$ cat config.mk
export PLATFORM = sky130hd
export DESIGN_NAME = pipe_muldiv_unit
export DESIGN_NICKNAME = d
export VERILOG_FILES = /design/src/rtl/pipe_muldiv_unit.sv
export SDC_FILE = /design/constraint.sdc
export NUM_CORES = 1
export LEC_CHECK = 0
export ABC_AREA = 1
export CAP_MARGIN = 20
export CORE_ASPECT_RATIO = 0.75
export CORE_MARGIN = 5
export CORE_UTILIZATION = 40
export DETAILED_ROUTE_END_ITERATION = 8
export GPL_TIMING_DRIVEN = 0
export PLACE_DENSITY_LB_ADDON = 0.3
export RECOVER_POWER = 100
export SLEW_MARGIN = 20
export SYNTH_ARGS = -nofsm -noshare
export SYNTH_HDL_FRONTEND = slang
export SYNTH_SLANG_ARGS = --single-unit
$ cat constraint.sdc
create_clock -name clk -period 10.9 [get_ports clk]
set_input_delay 1.09 -clock clk [delete_from_list [all_inputs] [get_ports clk]]
set_output_delay 1.09 -clock clk [all_outputs]
set_load 0.02 [all_outputs]
$ cat src/rtl/pipe_muldiv_unit.sv
`default_nettype none
// ============================================================================
// Module      : pipe_muldiv_unit
// Description : Iterative radix-2 multiply/divide unit that sits beside the
//               EX-stage ALU. Executes MULTU/MULT/DIVU/DIV on WIDTH-bit
//               operands and writes a HI/LO result pair.
//               MUL: shift-add into a 2*WIDTH accumulator.
//               DIV: restoring shift-subtract.
//               Signed ops run on magnitudes with a sign fix-up at the end.
// Ports       : clk, rst (async, active-high)
//               start, op[1:0], a, b  - request, sampled only while idle
//               flush                 - synchronous abort of in-flight work
//               busy, done            - status; done is a one-cycle pulse
//               hi, lo, div_by_zero   - result, held until the next done
// Revision    : 1.0 - initial release
// ============================================================================
module pipe_muldiv_unit #(
    parameter int WIDTH = 32
) (
    input  logic             clk,
    input  logic             rst,
    input  logic             start,
    input  logic [1:0]       op,
    input  logic [WIDTH-1:0] a,
    input  logic [WIDTH-1:0] b,
    input  logic             flush,
    output logic             busy,
    output logic             done,
    output logic [WIDTH-1:0] hi,
    output logic [WIDTH-1:0] lo,
    output logic             div_by_zero
);

    localparam int CW = $clog2(WIDTH + 1);

    localparam logic [1:0]    c_IDLE = 2'd0;
    localparam logic [1:0]    c_RUN  = 2'd1;
    localparam logic [1:0]    c_FIX  = 2'd2;
    localparam logic [CW-1:0] c_LAST = CW'(WIDTH - 1);

    logic [1:0]         r_state;
    logic [1:0]         w_state_next;
    logic               r_is_div;
    logic               r_neg_q;      // product / quotient sign
    logic               r_neg_r;      // remainder sign (follows dividend)
    logic               r_dbz_pend;
    logic               r_done;
    logic               r_dbz;
    logic [2*WIDTH-1:0] r_acc;        // {partial hi / remainder, multiplier / quotient}
    logic [WIDTH-1:0]   r_b;
    logic [WIDTH-1:0]   r_hi;
    logic [WIDTH-1:0]   r_lo;
    logic [CW-1:0]      r_cnt;

    // op[0] selects signed, op[1] selects divide
    logic               w_a_neg;
    logic               w_b_neg;
    logic               w_b_zero;
    logic [WIDTH-1:0]   w_abs_a;
    logic [WIDTH-1:0]   w_abs_b;

    assign w_a_neg  = op[0] & a[WIDTH-1];
    assign w_b_neg  = op[0] & b[WIDTH-1];
    assign w_b_zero = (b == '0);
    assign w_abs_a  = w_a_neg ? -a : a;
    assign w_abs_b  = w_b_neg ? -b : b;

    // Multiply step: conditionally add multiplicand to the upper half, then
    // shift the whole accumulator right, catching the carry in the top bit.
    logic [WIDTH:0]     w_mul_sum;
    logic [2*WIDTH-1:0] w_mul_next;

    assign w_mul_sum  = {1'b0, r_acc[2*WIDTH-1:WIDTH]} + (r_acc[0] ? {1'b0, r_b} : '0);
    assign w_mul_next = {w_mul_sum, r_acc[WIDTH-1:1]};

    // Divide step: shift the next dividend bit into the remainder and try to
    // subtract. The remainder stays below the divisor, so the shifted value
    // fits in WIDTH+1 bits and the top bit of the difference is the borrow.
    logic [WIDTH:0]     w_rem_sh;
    logic [WIDTH:0]     w_rem_diff;
    logic               w_q_bit;
    logic [2*WIDTH-1:0] w_div_next;

    assign w_rem_sh   = {r_acc[2*WIDTH-1:WIDTH], r_acc[WIDTH-1]};
    assign w_rem_diff = w_rem_sh - {1'b0, r_b};
    assign w_q_bit    = ~w_rem_diff[WIDTH];
    assign w_div_next = {(w_q_bit ? w_rem_diff[WIDTH-1:0] : w_rem_sh[WIDTH-1:0]),
                         r_acc[WIDTH-2:0], w_q_bit};

    // Sign fix-up. Negating the magnitude of MIN/-1 wraps back to MIN.
    logic [2*WIDTH-1:0] w_prod;
    logic [WIDTH-1:0]   w_quot;
    logic [WIDTH-1:0]   w_rem;

    assign w_prod = r_neg_q ? -r_acc : r_acc;
    assign w_quot = r_neg_q ? -r_acc[WIDTH-1:0] : r_acc[WIDTH-1:0];
    assign w_rem  = r_neg_r ? -r_acc[2*WIDTH-1:WIDTH] : r_acc[2*WIDTH-1:WIDTH];

    // ------------------------------------------------------------------
    // Control FSM
    // ------------------------------------------------------------------
    always_ff @(posedge clk or posedge rst) begin
        if (rst) begin
            r_state <= c_IDLE;
        end else begin
            r_state <= w_state_next;
        end
    end

    always_comb begin
        w_state_next = r_state;
        case (r_state)
            c_IDLE: if (start) w_state_next = (op[1] & w_b_zero) ? c_FIX : c_RUN;
            c_RUN:  if (r_cnt == c_LAST) w_state_next = c_FIX;
            c_FIX:  w_state_next = c_IDLE;
            default: w_state_next = c_IDLE;
        endcase
        if (flush) w_state_next = c_IDLE;
    end

    // ------------------------------------------------------------------
    // Datapath and result registers
    // ------------------------------------------------------------------
    always_ff @(posedge clk or posedge rst) begin
        if (rst) begin
            r_is_div   <= 1'b0;
            r_neg_q    <= 1'b0;
            r_neg_r    <= 1'b0;
            r_dbz_pend <= 1'b0;
            r_done     <= 1'b0;
            r_dbz      <= 1'b0;
            r_acc      <= '0;
            r_b        <= '0;
            r_hi       <= '0;
            r_lo       <= '0;
            r_cnt      <= '0;
        end else begin
            r_done <= 1'b0;
            if (!flush) begin
                case (r_state)
                    c_IDLE: begin
                        if (start) begin
                            r_is_div   <= op[1];
                            r_neg_q    <= w_a_neg ^ w_b_neg;
                            r_neg_r    <= w_a_neg;
                            r_dbz_pend <= op[1] & w_b_zero;
                            r_b        <= w_abs_b;
                            r_cnt      <= '0;
                            // divide-by-zero reports the raw dividend in hi
                            r_acc      <= (op[1] & w_b_zero) ? {{WIDTH{1'b0}}, a}
                                                             : {{WIDTH{1'b0}}, w_abs_a};
                        end
                    end
                    c_RUN: begin
                        r_acc <= r_is_div ? w_div_next : w_mul_next;
                        r_cnt <= r_cnt + 1'b1;
                    end
                    c_FIX: begin
                        r_done <= 1'b1;
                        if (r_dbz_pend) begin
                            r_hi  <= r_acc[WIDTH-1:0];
                            r_lo  <= '1;
                            r_dbz <= 1'b1;
                        end else if (r_is_div) begin
                            r_hi  <= w_rem;
                            r_lo  <= w_quot;
                            r_dbz <= 1'b0;
                        end else begin
                            r_hi  <= w_prod[2*WIDTH-1:WIDTH];
                            r_lo  <= w_prod[WIDTH-1:0];
                            r_dbz <= 1'b0;
                        end
                    end
                    default: ;
                endcase
            end
        end
    end

    assign busy        = (r_state != c_IDLE);
    assign done        = r_done;
    assign hi          = r_hi;
    assign lo          = r_lo;
    assign div_by_zero = r_dbz;

endmodule
`default_nettype wire

==> key figures <==
Yosys
  – Number of synthesized flops with an enable pin: 0
  – Post-synthesis mux area share: 0
  – Syn nets: between 2000 and 3000
  – Ys flop type: dfrtp_1
  – Avg Inst Size Synth: 6.087 µm²
  – Post-Synthesis Cell Area: between 0.015 and 0.02 mm²
  – #FFs+latches synth: about 170
  – Synth Area in XOR/XNOR: 0.02780
  – Post-Synth Adder-Cell Area: 0.05310
  – Synth Area in Simple Gates: 0.3983
  – Post-synthesis cell type count: just under 60
  – Largest family of logic cells by synthesized area: simple AND/OR/NAND/NOR gates
  – Yosys warning total: 0
  – FFs w/ async S/R, synth: 1.000
  – Post-synthesis sequential area ratio: 0.2559
  – Post-Synthesis Cells: approximately 2800
  – Compound-Gate Fraction of Synth Area: 0.1528

Critical path
  – R2R Path End: r_acc[61]
  – Setup slack, reg-to-reg: slightly above 6000 ps
  – WP depth: 7
  – Bufs and invs on worst path: 3
  – Delay-heaviest family, CP: simple AND/OR/NAND/NOR gates
  – Crit path to: hi[5]
  – CP max FO: 10
  – Crit-path max cell delay: roughly 1100 ps
  – FF-to-FF Start: r_acc[31]
  – CP endpoint kind: flip-flop
  – CP Launch Type: primary input
  – Worst EP required: 11270 ps
  – CP Class: in -> reg
  – Slowest CP cell: nor3_1
  – Crit-path cells: dlygate4sd3_1 -> nor3_1 -> inv_1 -> nor2_1 -> clkbuf_1 -> nand3_1 -> o211ai_1
  – CP arrival: around 5400 ps
  – Worst Setup SP: flush
  – Worst r2r path cells: 19

Placement
  – DP Cell Count: 3501
  – Pre-CTS setup slack: about 6900 ps
  – Input/output buffers: 136
  – Post-DP HPWL: approximately 68000 µm
  – Gpl congestion: approximately 1.0

Floorplan
  – Vertical die dimension: about 190 µm
  – IO Count: approximately 140
  – Core area: 0.04205 mm²
  – Die Wd: 248.1 µm
  – Initial core utilization: 0.4046
  – Site Rows: 65
  – Die area: roughly 0.047 mm²

Finish
  – Area delta synth->final: 14.89%
  – Share of cells above drive strength 1: 0.03307
  – Final Util: 0.4649
  – Number of nets in the layout: 3092
  – Layout Cells excl Fill: roughly 3500

Pwr
  – P per Cell Area: between 200 and 300 mW/mm²
  – Lkg Pwr: ~10 nW
  – Max VDD drop: between 100 and 150 µV
  – Total power: around 5.4 mW

Timing
  – Fmax: just under 0.2 GHz
  – Final worst path period need: a little over 5000 ps
  – TNS Setup: 0 ps
  – Setup Viol. Count Final: 0
  – Final hold vios: 0
  – RSZ-0062 raised after global routing: false
  – Least-Margin Pin Slew: ~3600 ps
  – Max-Slew Margin vs Limit: -1.422
  – Post-route setup slack: 5844 ps
  – Final Slew Violations: 76
  – Setup Skew: about 12 ps
  – Fin crit share: 0.4639

GRT
  – Grt ovf: 0
  – Total GRT Usage: 0.3463
  – GR Layer Usage met2: 0.4279
  – Initial antenna violation count: 1
  – M1 GR Usage: 0.5657
  – Top Usage Layer GRT: met1
  – Largest net degree at the start of global routing: 100
  – Number of global-route vias before repair: between 15000 and 20000
  – First-pass GRT wire length: 121200 µm
  – GR Util met3: 0.1245

Clocking
  – Worst-case clock buffer depth: 2
  – Hold-fix buffers, CTS: 0
  – Post-CTS Setup Repair Bufs: 0
  – Post-CTS Resized: 0
  – CTS Buf Count: 17
  – CTS tree: yes
  – CTS Root Cell: clkbuf_16
  – Worst-Skew Late Latency: 460 ps
  – Clk slew on worst S/H paths: roughly 70 ps
  – CTS sink count: between 150 and 200
  – Htree depth: 4

Route
  – WL final: 82830 µm
  – Vias: 20300
  – Final ANT Viol Nets: 0
  – Initial DRC count: 2499
  – Pre-antenna DRT Iters: 6
  – Via-per-instance ratio: between 5 and 6
  – Routed WL per cell: ~23 µm
  – DRC: 0

Run
  – Max-cap violation count: 1

Worst hold path
  – Hold WC Path Type: reg -> reg

Status
  – Violated checks: capacitance limit, slew limit
  – Status: finished with violations
==> cells in the final DEF, fill, tap and decap left out, types with 69 or more instances in the layout <==
master	instances
a21oi_1	147
clkbuf_1	78
dfrtp_1	174
dlygate4sd3_1	71
ha_1	69
inv_1	374
nand2_1	783
nand3_1	300
nor2_1	317
o21ai_0	177
==> worst min-delay path by stage <==
stage / start / end / slack [ps] / cells past startpoint
finish: div_by_zero / div_by_zero / 480 / 2
detailed placement: div_by_zero / div_by_zero / 470 / 2
CTS: div_by_zero / div_by_zero / 490 / 2
global placement: hi[1] / hi[1] / 470 / 2
floorplan: r_b[30] / r_b[30] / 470 / 2
global route: div_by_zero / div_by_zero / 500 / 2
==> stage by stage <==
step           hold slack [ps]  cell area (µm²)
4_1_cts                  486.4            19700
6_report                 477.1            19550
3_3_place_gp             466.1            19090
2_1_floorplan            470.9            17010
3_5_place_dp             466.1            19120
5_1_grt                  497.3            19550
==> power breakdown <==
group | internal [mW] | switching (mW)
combinational | 1.09 | 2.43
sequential | 0.880 | 0.375
clock | 0.347 | 0.308
==> cell type report <==
cell class / instances / area [µm²]
clock buffer: 20 / 446.7
clock inverter: 11 / 131.4
sequential: 174 / 4354
buffer: 94 / 386.6
timing repair buffer: 137 / 1389
tap: 569 / 711.9
fill: 4584 / 22500
inverter: 390 / 1470
antenna: 1 / 2.502
multi-input combinational: 2137 / 10660
==> synth_stat cells (all sizes together) (3+ instances only) <==
cell	instances	area, µm²
a22oi	25	187.7
nand3	303	1559
a21oi	148	744.5
dfrtp	174	4354
o22a	8	70.07
clkinv	4	20.02
clkbuf	60	225.2
xnor2	11	96.34
nor4	3	18.77
a31oi	6	37.54
o32a	10	100.1
nand2	789	3024
xor2	43	376.6
o21a	7	52.55
o21bai	22	165.2
o22ai	5	31.28
a2bb2oi	4	35.03
o211ai	6	50.05
inv	386	1449
o21ai	191	970.9
a21o	11	82.58
nand4	55	350.3
nand3b	15	112.6
buf	34	212.7
ha	69	863.3
or2	16	100.1
nor3	44	240.2
nor2	331	1345
==> metal layers <==
layer  up-vias  wire [µm]
met5         -          0
met4         0       1149
met3        77      11470
met2      1137      29870
met1      9682      40340
li1       9399          -
==> tightest hold or removal path, cell delays in order (launching register included) <==
cell and delay [ps]:
dfrtp_1 350, nand2_1 50, nand2_1 40
==> state kept, by name, summed over array words and instances, names as in the netlist <==
signal / count
r_acc: 64
hi: 32
lo: 32
r_b: 32
r_cnt: 6
r_state: 2
div_by_zero: 1
done: 1
r_dbz_pend: 1
r_is_div: 1
r_neg_q: 1
r_neg_r: 1
==> cell families after synthesis <==
group,after synthesis
AO/OA/AOI/OAI,452
AND/OR/NAND/NOR,1560
adder cells (fa/ha/maj),71
flip-flops,174
buffers and inverters,484
XOR/XNOR,54
(Power assumes the default switching activity.)
